`src/rtl/kernel_window_fetch_pkg.sv`:
```
// ============================================================================
// kernel_window_fetch_pkg : pooling constants shared with the pooling kernel
// Revision : 1.0
// ============================================================================
`default_nettype none

package kernel_window_fetch_pkg;

  localparam int WIN_SIZE    = 3;
  localparam int NUM_TAPS    = WIN_SIZE * WIN_SIZE;
  localparam int POOL_DWIDTH = 8;

  typedef enum logic [2:0] {
    ST_IDLE  = 3'd0,
    ST_FETCH = 3'd1,
    ST_DRAIN = 3'd2,
    ST_OUT   = 3'd3,
    ST_DONE  = 3'd4
  } fetch_state_t;

  // Number of window positions along one axis of the output grid.
  function automatic int out_dim(input int img, input int stride);
    return (img - WIN_SIZE) / stride + 1;
  endfunction

endpackage

`default_nettype wire

```
`src/rtl/kernel_window_fetch.sv`:
```
// ============================================================================
// kernel_window_fetch : scans a frame in BRAM, emitting 3x3 strided windows
// Revision : 1.0
// ============================================================================
`default_nettype none

module kernel_window_fetch
  import kernel_window_fetch_pkg::*;
#(
  parameter int DWIDTH    = POOL_DWIDTH,
  parameter int IMG_W     = 12,
  parameter int IMG_H     = 12,
  parameter int STRIDE    = 3,
  parameter int ADDR_W    = 8,
  parameter int BASE_ADDR = 0
) (
  input  logic                     clk,
  input  logic                     rst,
  input  logic                     start,
  output logic                     bram_en,
  output logic [ADDR_W-1:0]        bram_addr,
  input  logic [DWIDTH-1:0]        bram_dout,
  output logic [NUM_TAPS*DWIDTH-1:0] win_data,
  output logic                     win_valid,
  input  logic                     win_ready,
  output logic [7:0]               win_row,
  output logic [7:0]               win_col,
  output logic                     busy,
  output logic                     done
);

  localparam int OUT_W = out_dim(IMG_W, STRIDE);
  localparam int OUT_H = out_dim(IMG_H, STRIDE);

  fetch_state_t r_state, w_next;

  logic [3:0]                 r_tap;
  logic [1:0]                 r_tap_r;
  logic [1:0]                 r_tap_c;
  logic                       r_cap_vld;
  logic [3:0]                 r_cap_idx;
  logic [NUM_TAPS*DWIDTH-1:0] r_win;
  logic [7:0]                 r_row;
  logic [7:0]                 r_col;

  logic                       w_hs;
  logic                       w_last;
  logic [ADDR_W-1:0]          w_addr;

  assign w_hs   = (r_state == ST_OUT) && win_ready;
  assign w_last = (r_row == 8'(OUT_H - 1)) && (r_col == 8'(OUT_W - 1));

  always_ff @(posedge clk) begin
    if (rst) r_state <= ST_IDLE;
    else     r_state <= w_next;
  end

  always_comb begin
    w_next = r_state;
    unique case (r_state)
      ST_IDLE:  if (start) w_next = ST_FETCH;
      ST_FETCH: if (r_tap == 4'(NUM_TAPS - 1)) w_next = ST_DRAIN;
      ST_DRAIN: w_next = ST_OUT;
      ST_OUT:   if (win_ready) w_next = w_last ? ST_DONE : ST_FETCH;
      ST_DONE:  w_next = ST_IDLE;
      default:  w_next = ST_IDLE;
    endcase
  end

  // Address math is deliberately modular in ADDR_W bits.
  always_comb begin
    w_addr = ADDR_W'(BASE_ADDR)
           + (ADDR_W'(r_row) * ADDR_W'(STRIDE) + ADDR_W'(r_tap_r)) * ADDR_W'(IMG_W)
           + ADDR_W'(r_col) * ADDR_W'(STRIDE) + ADDR_W'(r_tap_c);
  end

  always_ff @(posedge clk) begin
    if (rst) begin
      r_tap     <= '0;
      r_tap_r   <= '0;
      r_tap_c   <= '0;
      r_cap_vld <= 1'b0;
      r_cap_idx <= '0;
      r_win     <= '0;
      r_row     <= '0;
      r_col     <= '0;
    end else begin
      // Read data lands one cycle after its tap, so slot capture trails the issue.
      r_cap_vld <= (r_state == ST_FETCH);
      r_cap_idx <= r_tap;
      if (r_cap_vld) r_win[r_cap_idx*DWIDTH +: DWIDTH] <= bram_dout;

      unique case (r_state)
        ST_IDLE: begin
          if (start) begin
            r_tap   <= '0;
            r_tap_r <= '0;
            r_tap_c <= '0;
            r_row   <= '0;
            r_col   <= '0;
          end
        end
        ST_FETCH: begin
          r_tap <= r_tap + 4'd1;
          if (r_tap_c == 2'(WIN_SIZE - 1)) begin
            r_tap_c <= '0;
            r_tap_r <= r_tap_r + 2'd1;
          end else begin
            r_tap_c <= r_tap_c + 2'd1;
          end
        end
        ST_OUT: begin
          if (w_hs) begin
            r_tap   <= '0;
            r_tap_r <= '0;
            r_tap_c <= '0;
            if (r_col == 8'(OUT_W - 1)) begin
              r_col <= '0;
              r_row <= r_row + 8'd1;
            end else begin
              r_col <= r_col + 8'd1;
            end
          end
        end
        default: ;
      endcase
    end
  end

  assign bram_en   = (r_state == ST_FETCH);
  assign bram_addr = bram_en ? w_addr : '0;
  assign win_valid = (r_state == ST_OUT);
  assign win_data  = r_win;
  assign win_row   = r_row;
  assign win_col   = r_col;
  assign busy      = (r_state != ST_IDLE);
  assign done      = (r_state == ST_DONE);

endmodule

`default_nettype wire

```
`config.mk`:
```
export PLATFORM = sky130hd
export DESIGN_NAME = kernel_window_fetch
export DESIGN_NICKNAME = d
export VERILOG_FILES = /design/src/rtl/kernel_window_fetch_pkg.sv /design/src/rtl/kernel_window_fetch.sv
export SDC_FILE = /design/constraint.sdc
export NUM_CORES = 1
export LEC_CHECK = 0
export ABC_AREA = 1
export ABC_CLOCK_PERIOD_IN_PS = 4590
export CAP_MARGIN = 20
export CORE_MARGIN = 2
export CORE_UTILIZATION = 47
export DETAILED_ROUTE_END_ITERATION = 12
export GPL_TIMING_DRIVEN = 0
export HOLD_SLACK_MARGIN = 0.15
export PLACE_DENSITY = 0.77
export SETUP_SLACK_MARGIN = 0.1
export SLEW_MARGIN = 10
export SYNTH_ARGS = -nofsm -noshare
export SYNTH_HDL_FRONTEND = slang
export SYNTH_SLANG_ARGS = --single-unit
```
`constraint.sdc`:
```
create_clock -name clk -period 4.59 [get_ports clk]
set_input_delay 0.918 -clock clk [delete_from_list [all_inputs] [get_ports clk]]
set_output_delay 0.918 -clock clk [all_outputs]
set_load 0.01 [all_outputs]
```
# Word-level counts from Yosys, hierarchy flattened
# Index checks and enable logic that the tools add are counted.
[totals]
regBits = 104
latchBits = 0
mem_bits_rw = 0
mem_bits_ro = 0
out_inout_bits = 100
word_cells = 71
n_memories = 0
[classes]
addsub = 9
n_mul = 3
div_mod_pow = 0
order_cmp = 0
n_eq_ne = 14
n_shift = 2
mux = 23
n_bitwise = 0
reduce_logical = 11
[op_table]
columns = ["operator", "count"]
rows = [
  ["bitwise mux 72 bit", 1],
  ["variable shift 8 x 34 -> 72 bit, first input constant", 1],
  ["variable part select 8 x 34 -> 72 bit", 1],
  ["two-way mux 8 bit", 6],
  ["negator 7 -> 34 bit", 1],
  ["one-hot mux 8 bit (2 select lines)", 2],
  ["adder 8 x 1 -> 8 bit, second input constant", 2],
  ["adder 8 x 2 -> 8 bit", 2],
  ["equality test 8 x 2 -> 1 bit, second input constant", 2],
  ["multiplier 8 x 2 -> 8 bit, second input constant", 2],
  ["two-way mux 3 bit", 4],
  ["one-hot mux 2 bit (3 select lines)", 2],
  ["one-hot mux 3 bit (4 select lines)", 1],
  ["one-hot mux 4 bit (3 select lines)", 1],
  ["inequality test 2 x 1 -> 1 bit, second input constant", 5],
  ["AND reduction 3 bit", 3],
  ["adder 8 bit", 1],
  ["multiplier 8 x 2 -> 6 bit, second input constant", 1],
  ["two-way mux 2 bit", 4],
  ["two-way mux 4 bit", 2],
  ["AND reduction 4 bit", 2],
  ["equality test 3 x 2 -> 1 bit, second input constant", 2],
  ["nonzero test 3 bit", 2],
  ["adder 2 x 1 -> 2 bit, second input constant", 2],
  ["other kinds (9)", 10],
]

# Logic depth before layout (Yosys ltp)
# Gate-level depths: netlist of run 1.
[depth]
ltp_word = 6
ltp_mapped = 20

# Worst setup path before layout of run 1
# No wires, ideal clock.
[synth_timing]
path_type = "flip-flop to output port"
from = "reg r_row[0], in the netlist win_row[0]"
to = "out bram_addr[7]"
arrival_ns = 3.986
required_time_ns = 3.672
slack_ns = -0.314
stages_incl_launch_ff = 21
path_buffers = 0
path_cell_list = "dfxtp_1 > inv_1 > fa_1 > inv_1 > ha_1 > fa_1 > xor2_1 > ha_1 > a21oi_1 > nand2_1 > xnor2_1 > fa_1 > inv_1 > ha_1 > nand2_1 > inv_1 > nand2_1 > nand3_1 > nand3_1 > nand2_1 > nor2_1"
[synth_between]
elab_chain_len = 6
[synth_lines]
columns = ["element", "line", "text"]
rows = [
  ["start, declared", "kernel_window_fetch.sv:43", "logic [7:0] r_row;"],
  ["start signal, assigned", "kernel_window_fetch.sv:119", "r_row <= r_row + 8'd1;"],
  ["multiplier 8 x 2 -> 8 bit", "kernel_window_fetch.sv:73", "+ (ADDR_W'(r_row) * ADDR_W'(STRIDE) + ADDR_W'(r_tap_r)) * ADDR_W'(IMG_W)"],
  ["adder 8 x 2 -> 8 bit", "kernel_window_fetch.sv:73", ""],
  ["multiplier 8 x 2 -> 6 bit", "kernel_window_fetch.sv:73", ""],
  ["adder 8 bit", "kernel_window_fetch.sv:74", "+ ADDR_W'(r_col) * ADDR_W'(STRIDE) + ADDR_W'(r_tap_c);"],
  ["adder 8 x 2 -> 8 bit", "kernel_window_fetch.sv:74", ""],
  ["two-way mux 8 bit", "kernel_window_fetch.sv:131", "assign bram_addr = bram_en ? w_addr : '0;"],
  ["end, declared", "kernel_window_fetch.sv:21", "output logic [ADDR_W-1:0] bram_addr,"],
]
# Every way passes these cells.

# Worst setup path after layout of run 1
# Same ends and word-level chain as after synthesis.

==> impl_metrics.json, run 1 <==
{
  "setup_violations": 4,
  "antenna_found_initial": 0,
  "grt_max_degree": 20,
  "min_from": "win_data[7]$_SDFFE_PP0P_",
  "synth_fa_ha_area_share_pct": 12.25,
  "track_usage_pct": 22.73,
  "routed_wirelength_um": 14120,
  "cp_max_fo": 4,
  "detail_route.wl_per_cell_um": 13.96,
  "path_cells": "inv_2, fa_1, inv_2, ha_4, fa_2, xor2_4, ha_4, a21oi_2, nand2_1, xnor2_2, fa_1, inv_2, ha_4, nand2_2, inv_2, nand4_1, nand3_2, a21oi_1, nor2_2, buf_2",
  "setup_ws_ns": -0.4093,
  "max_cap_viol_count": 0,
  "clkSlewWorstSetupHoldPaths_ns": 0.08,
  "cts_sinks": 104,
  "worst_pin_slew_ns": 0.6107,
  "min_to": "win_data[7]$_SDFFE_PP0P_",
  "root_buffer": "clkbuf_16",
  "place.gp.congestion": 0.8946,
  "timing.rr.end": "win_data[59]$_SDFFE_PP0P_",
  "initial_core_util_pct": 48.31,
  "final_cell_mix": "clkdlybuf4s50_1 (106), nor2_1 (104), dfxtp_1 (102)",
  "synthMuxAreaShare_pct": 0,
  "slew_headroom_pct": 59.29,
  "syn_avg_cell_area_um2": 7.505,
  "multiInputGateArea_um2": 3073,
  "crit_required_ns": 3.67,
  "ir_drop_mv": 0.2309,
  "first_global_vias": 4827,
  "n_fill_cell": 1018,
  "drt_first_pass_iters": 6,
  "port_buffers": 111,
  "vias_per_cell": 5.175,
  "violations": "negative setup slack",
  "p_total_mw": 2.502,
  "crit_path_start_kind": "flip-flop",
  "synth_area_um2": 5517,
  "synth-seq-cells": 104,
  "cp_num_cells": 20,
  "die-area_um2": 12620,
  "finalMaxSlewViolations": 0,
  "rows": 39,
  "nets": 923,
  "dp_slack_ns": -0.6469,
  "seq_area_um2": 2090,
  "cpMaxStageDelayCell": "fa_1",
  "status": "complete, but fails checks",
  "cts_tree": "done",
  "post_route_cells_drive_above_1_share_pct": 9.793,
  "crit_path_end_kind": "primary output",
  "fin_skew_ns": 0.01219,
  "seq_area_frac_synth_pct": 37.74,
  "crit-reg2reg-launch": "r_cap_idx[0]$_SDFF_PP0_",
  "p_per_area_nw_per_um2": 343.8,
  "synth-compound-area-share_pct": 13.02,
  "slowest_delay_ns": 0.54,
  "grt_setup_unrepaired": "yes",
  "hold_violations": 0,
  "dpl-instance-area_um2": 6842,
  "cpLargestDelayFamily": "adder cells",
  "rrSetupSlack_ns": 2.26,
  "dr.first_iter.drc_count": 345,
  "die_w_um": 112.3,
  "place_hpwl_um": 10560,
  "grt_overflow": 0,
  "period_needed_ns": 4.999,
  "syn_nets": 795,
  "worstHoldPathType": "reg2reg",
  "holdPathStages": 2,
  "synth-simple-area-share_pct": 25.36,
  "cts_max_level": 3,
  "period_share_pct": 108.9,
  "synthXorXnorAreaFrac_pct": 2.676,
  "drtAntennaViolNets": 0,
  "vias": 5232,
  "n_antenna_cell": 0,
  "r2r.worst_path.cells": 9,
  "layout_commonest_cell": "clkdlybuf4s50_1",
  "design_area_um2": 7278,
  "yosys_warnings": 0,
  "cts_buffers": 9,
  "crit_arrival_ns": 4.08,
  "clk_latency_ns": 0.35,
  "drc_errors": 0,
  "p_leak_nw": 3.144,
  "area_growth_pct": 31.93,
  "core-area_um2": 11420,
  "yosys.cell_types.count": 38,
  "grt_pass1_wl_um": 23700,
  "critPathKind": "reg2out",
  "ios": 112,
  "max_freq_mhz": 200.0,
  "cp.buffers_inverters": 5,
  "synth_cells": 735,
  "clockBufferDepth": 2,
  "synth_top_family_by_area": "simple AND/OR/NAND/NOR gates",
  "cp_common_cell": "inv_2",
  "fp.dieH_um": 112.3
}
## state kept, by name (all words and copies together), names as in the netlist
register   flops
win_col        8
r_state        3
r_cap_idx      4
win_row        8
r_tap_r        2
win_data      72
r_cap_vld      1
r_tap          4
r_tap_c        2
## power by group
part	internal (mW)	switching [mW]	total [mW]
registers	0.949	0.0487	0.998
clock network	0.413	0.365	0.778
logic	0.264	0.462	0.726
total	1.63	0.876	2.50
## metrics by stage
stage | hold WS, ns | utilization (%) | std cells | TNS [ns]
final | 0.4608 | 63.74 | 1011 | -0.9995
after global routing | 0.4814 | 63.74 | 1011 | -1.529
after CTS | 0.4619 | 63.59 | 1011 | -1.170
after detailed placement | 0.4470 | 59.92 | 989 | -1.588
after global placement | 0.4441 | 59.92 | 989 | -1.496
after floorplan | 0.4394 | - | 735 | 0
## tightest hold or removal path, delay by kind of cell, from the launching register on
family,cells,cell delay (ns)
buffers and inverters,1,0.05
flip-flops,1,0.31
AO/OA/AOI/OAI,1,0.06
## cell families after synthesis
family	after synthesis
compound gates	138
xor+xnor	16
fa+ha+maj	48
buf+inv	124
flops	104
simple gates	305
## how the worst max path moves through the flow
| stage | start | end | slack (ns) |
|---|---|---|---|
| after floorplan | win_row[1]$_SDFFE_PP0P_ | bram_addr[7] | 0.01 |
| after global placement | win_row[0]$_SDFFE_PP0P_ | bram_addr[7] | -0.62 |
| after detailed placement | win_row[1]$_SDFFE_PP0P_ | bram_addr[7] | -0.65 |
| after CTS | win_row[0]$_SDFFE_PP0P_ | bram_addr[7] | -0.40 |
| after global routing | win_row[0]$_SDFFE_PP0P_ | bram_addr[7] | -0.57 |
| final | win_row[0]$_SDFFE_PP0P_ | bram_addr[7] | -0.41 |
## what timing repair did
item	4_1_cts	5_1_grt
endpoints found under the setup margin	5	5
pin swaps	21	2
gates resized for setup	30	7
setup buffers	6	0
hold buffers	0	0
endpoints found under the hold margin	0	0
## per-layer routing
layer,share of wire [%],global-route usage [%],vias up
met3,5.8,3.996,17
met2,46,36.59,163
met5,0,0,-
met1,47,32.09,2397
met4,1.2,5.285,0
li1,-,-,2655
## cell type report
class / instances / area share, %
Buffer: 21 / 1.478
Inverter: 103 / 5.312
Sequential cell: 104 / 28.71
Multi-Input combinational cell: 507 / 42.22
Clock buffer: 10 / 3.438
Clock inverter: 6 / 0.7392
Tap cell: 143 / 2.458
Timing Repair Buffer: 117 / 15.64
## synthesized netlist by cell type, drive strengths merged
cell	n	share of area [%]
nor2	111	8.2
dfxtp	104	38
inv	101	6.9
nand2	96	7.2
a21oi	70	6.4
o21ai	57	5.2
nand3	50	4.7
ha	38	8.6
nor3	35	3.6
clkbuf	12	0.82
xor2	12	1.9
fa	10	3.6
buf	9	1.1
a211oi	8	1.1
nand4	7	0.79
xnor2	4	0.77
clkinv	2	0.14
nor3b	2	0.36
a22o	1	0.16
a22oi	1	0.14
a31oi	1	0.11
nand2b	1	0.11
nand3b	1	0.14
nor4	1	0.11
or3	1	0.11
No activity file was read; power rests on OpenSTA's default activity.
==> run 2, diff against run 1 <==
--- a/config.mk
+++ b/config.mk
@@ -6,11 +6,12 @@
 export NUM_CORES = 1
 export LEC_CHECK = 0
 export ABC_AREA = 1
-export ABC_CLOCK_PERIOD_IN_PS = 4590
+export ABC_CLOCK_PERIOD_IN_PS = 4030
 export CAP_MARGIN = 20
 export CORE_MARGIN = 2
 export CORE_UTILIZATION = 47
 export DETAILED_ROUTE_END_ITERATION = 12
+export GPL_ROUTABILITY_DRIVEN = 0
 export GPL_TIMING_DRIVEN = 0
 export HOLD_SLACK_MARGIN = 0.15
 export PLACE_DENSITY = 0.77
==> constraint.sdc (replaced) <==
create_clock -name clk -period 4.03 [get_ports clk]
set_input_delay 0.806 -clock clk [delete_from_list [all_inputs] [get_ports clk]]
set_output_delay 0.806 -clock clk [all_outputs]
set_load 0.01 [all_outputs]
==> impl_metrics.json, run 2 (synthesized netlist as in run 1, its figures left out) <==
{
  "clockBufferDepth": 2,
  "layout_commonest_cell": "clkdlybuf4s50_1",
  "largest_register_ffs": 72,
  "antenna_found_initial": 0,
  "hold_violations": 0,
  "cts_max_level": 3,
  "critPathKind": "reg2out",
  "finalMaxSlewViolations": 0,
  "n_antenna_cell": 0,
  "grt_overflow": 0,
  "grt_max_degree": 19,
  "p_per_area_nw_per_um2": 385.9,
  "period_needed_ns": 4.960,
  "cts_sinks": 104,
  "cts_tree": "done",
  "p_total_mw": 2.830,
  "cp_max_fo": 3,
  "ios": 112,
  "root_buffer": "clkbuf_16",
  "initial_core_util_pct": 48.31,
  "holdPathStages": 2,
  "crit_required_ns": 3.22,
  "clkSlewWorstSetupHoldPaths_ns": 0.07,
  "drt_first_pass_iters": 5,
  "worst_pin_slew_ns": 0.6342,
  "drtAntennaViolNets": 0,
  "min_to": "win_data[6]$_SDFFE_PP0P_",
  "final_util_pct": 64.21,
  "worstHoldPathType": "reg2reg",
  "final_cell_mix": "clkdlybuf4s50_1 (106), nor2_1 (104), dfxtp_1 (102)",
  "detail_route.wl_per_cell_um": 14.40,
  "track_usage_pct": 23.09,
  "post_route_cells_drive_above_1_share_pct": 10.89,
  "dpl-instance-area_um2": 6854,
  "period_share_pct": 123.1,
  "fin_skew_ns": 0.007189,
  "slew_headroom_pct": 57.72,
  "area_growth_pct": 32.91,
  "die_w_um": 112.3,
  "die-area_um2": 12620,
  "dr.first_iter.drc_count": 411,
  "nets": 927,
  "crit_path_start_kind": "flip-flop",
  "routed_wirelength_um": 14620,
  "ir_drop_mv": 0.3033,
  "core-area_um2": 11420,
  "hold_buffers": 0,
  "fp.dieH_um": 112.3,
  "crit-reg2reg-launch": "r_cap_idx[0]$_SDFF_PP0_",
  "crit_path_end_kind": "primary output",
  "crit_arrival_ns": 4.15,
  "p_leak_nw": 3.130,
  "first_global_vias": 4805,
  "vias": 5250,
  "grt_pass1_wl_um": 23650,
  "max_cap_viol_count": 0,
  "r2r.worst_path.cells": 9,
  "drc_errors": 0,
  "status": "complete, but fails checks",
  "min_from": "win_data[6]$_SDFFE_PP0P_",
  "vias_per_cell": 5.172,
  "setup_violations": 4,
  "cts_buffers": 9,
  "place_hpwl_um": 10670,
  "max_freq_mhz": 201.6,
  "port_buffers": 111,
  "violations": "negative setup slack",
  "rows": 39,
  "clk_latency_ns": 0.35,
  "rrSetupSlack_ns": 1.67,
  "setup_ws_ns": -0.9302,
  "timing.rr.end": "win_data[7]$_SDFFE_PP0P_",
  "design_area_um2": 7332,
  "grt_setup_unrepaired": "yes"
}
==> run 2: cell count changes in the layout (fill, tap and decap cells not counted), sizes merged <==
cell / before / now
inv: 106 / 104
clkinv: 2 / 4
buf: 19 / 24
dlymetal6s2s: 1 / 0
==> run 2: report_power, final <==
group | switching (mW) | internal (mW) | leakage (nW)
registers | 0.0583 | 1.08 | 0.841
clock network | 0.412 | 0.429 | 0.135
logic | 0.532 | 0.317 | 2.15
total | 1.00 | 1.83 | 3.13
==> run 2: worst max-delay path: stages (launching register included) <==
cell     delay, ns
dfxtp_4       0.35
inv_2         0.04
fa_1          0.54
inv_2         0.05
ha_4          0.16
fa_2          0.61
ha_4          0.23
a21oi_2       0.12
nand2_2       0.08
xnor2_2       0.14
fa_1          0.54
inv_2         0.05
ha_4          0.28
nand2_2       0.05
inv_2         0.05
nand4_1       0.09
nand3_2       0.13
nand3_2       0.08
nand2_2       0.06
nor2_2        0.04
buf_2         0.13
==> run 2: worst max path at each step <==
stage | startpoint | slack, ns | end
final | win_row[1]$_SDFFE_PP0P_ | -0.93 | bram_addr[7]
after global placement | win_row[1]$_SDFFE_PP0P_ | -1.13 | bram_addr[7]
after detailed placement | win_row[0]$_SDFFE_PP0P_ | -1.18 | bram_addr[7]
after global routing | win_row[1]$_SDFFE_PP0P_ | -1.07 | bram_addr[7]
after floorplan | win_row[1]$_SDFFE_PP0P_ | -0.44 | bram_addr[7]
after CTS | win_row[0]$_SDFFE_PP0P_ | -0.98 | bram_addr[7]
==> run 2: cell type report <==
cell class                 count  area (um2)
inverter                     103       386.6
sequential                   104        2090
tap                          143       178.9
timing repair buffer         121        1165
clock inverter                 6       50.05
fill                         993        4086
multi-input combinational    507        3126
clock buffer                  10       229.0
buffer                        21       107.6
==> run 2: timing repair <==
action | CTS | global route
buffers inserted | 7 | 3
resized for setup | 30 | 15
setup endpoints to repair | 5 | 5
pin swaps | 14 | 11
==> run 2: per-stage QoR <==
step                setup TNS [ns]  setup slack [ns]  cells  hold WS, ns
global route                -3.515            -1.065   1015       0.4761
CTS                         -2.894           -0.9815   1012       0.4598
global placement            -3.339            -1.134    989       0.4448
floorplan                  -0.9882           -0.4358    735       0.4394
finish                      -2.981           -0.9302   1015       0.4619
detailed placement          -3.467            -1.180    989       0.4467
==> run 2: routing by layer <==
layer,part of all wire (%),track usage [%]
met1,49,34.68
met2,45,34.42
met3,5.0,3.024
met4,1.6,7.642
met5,0,0
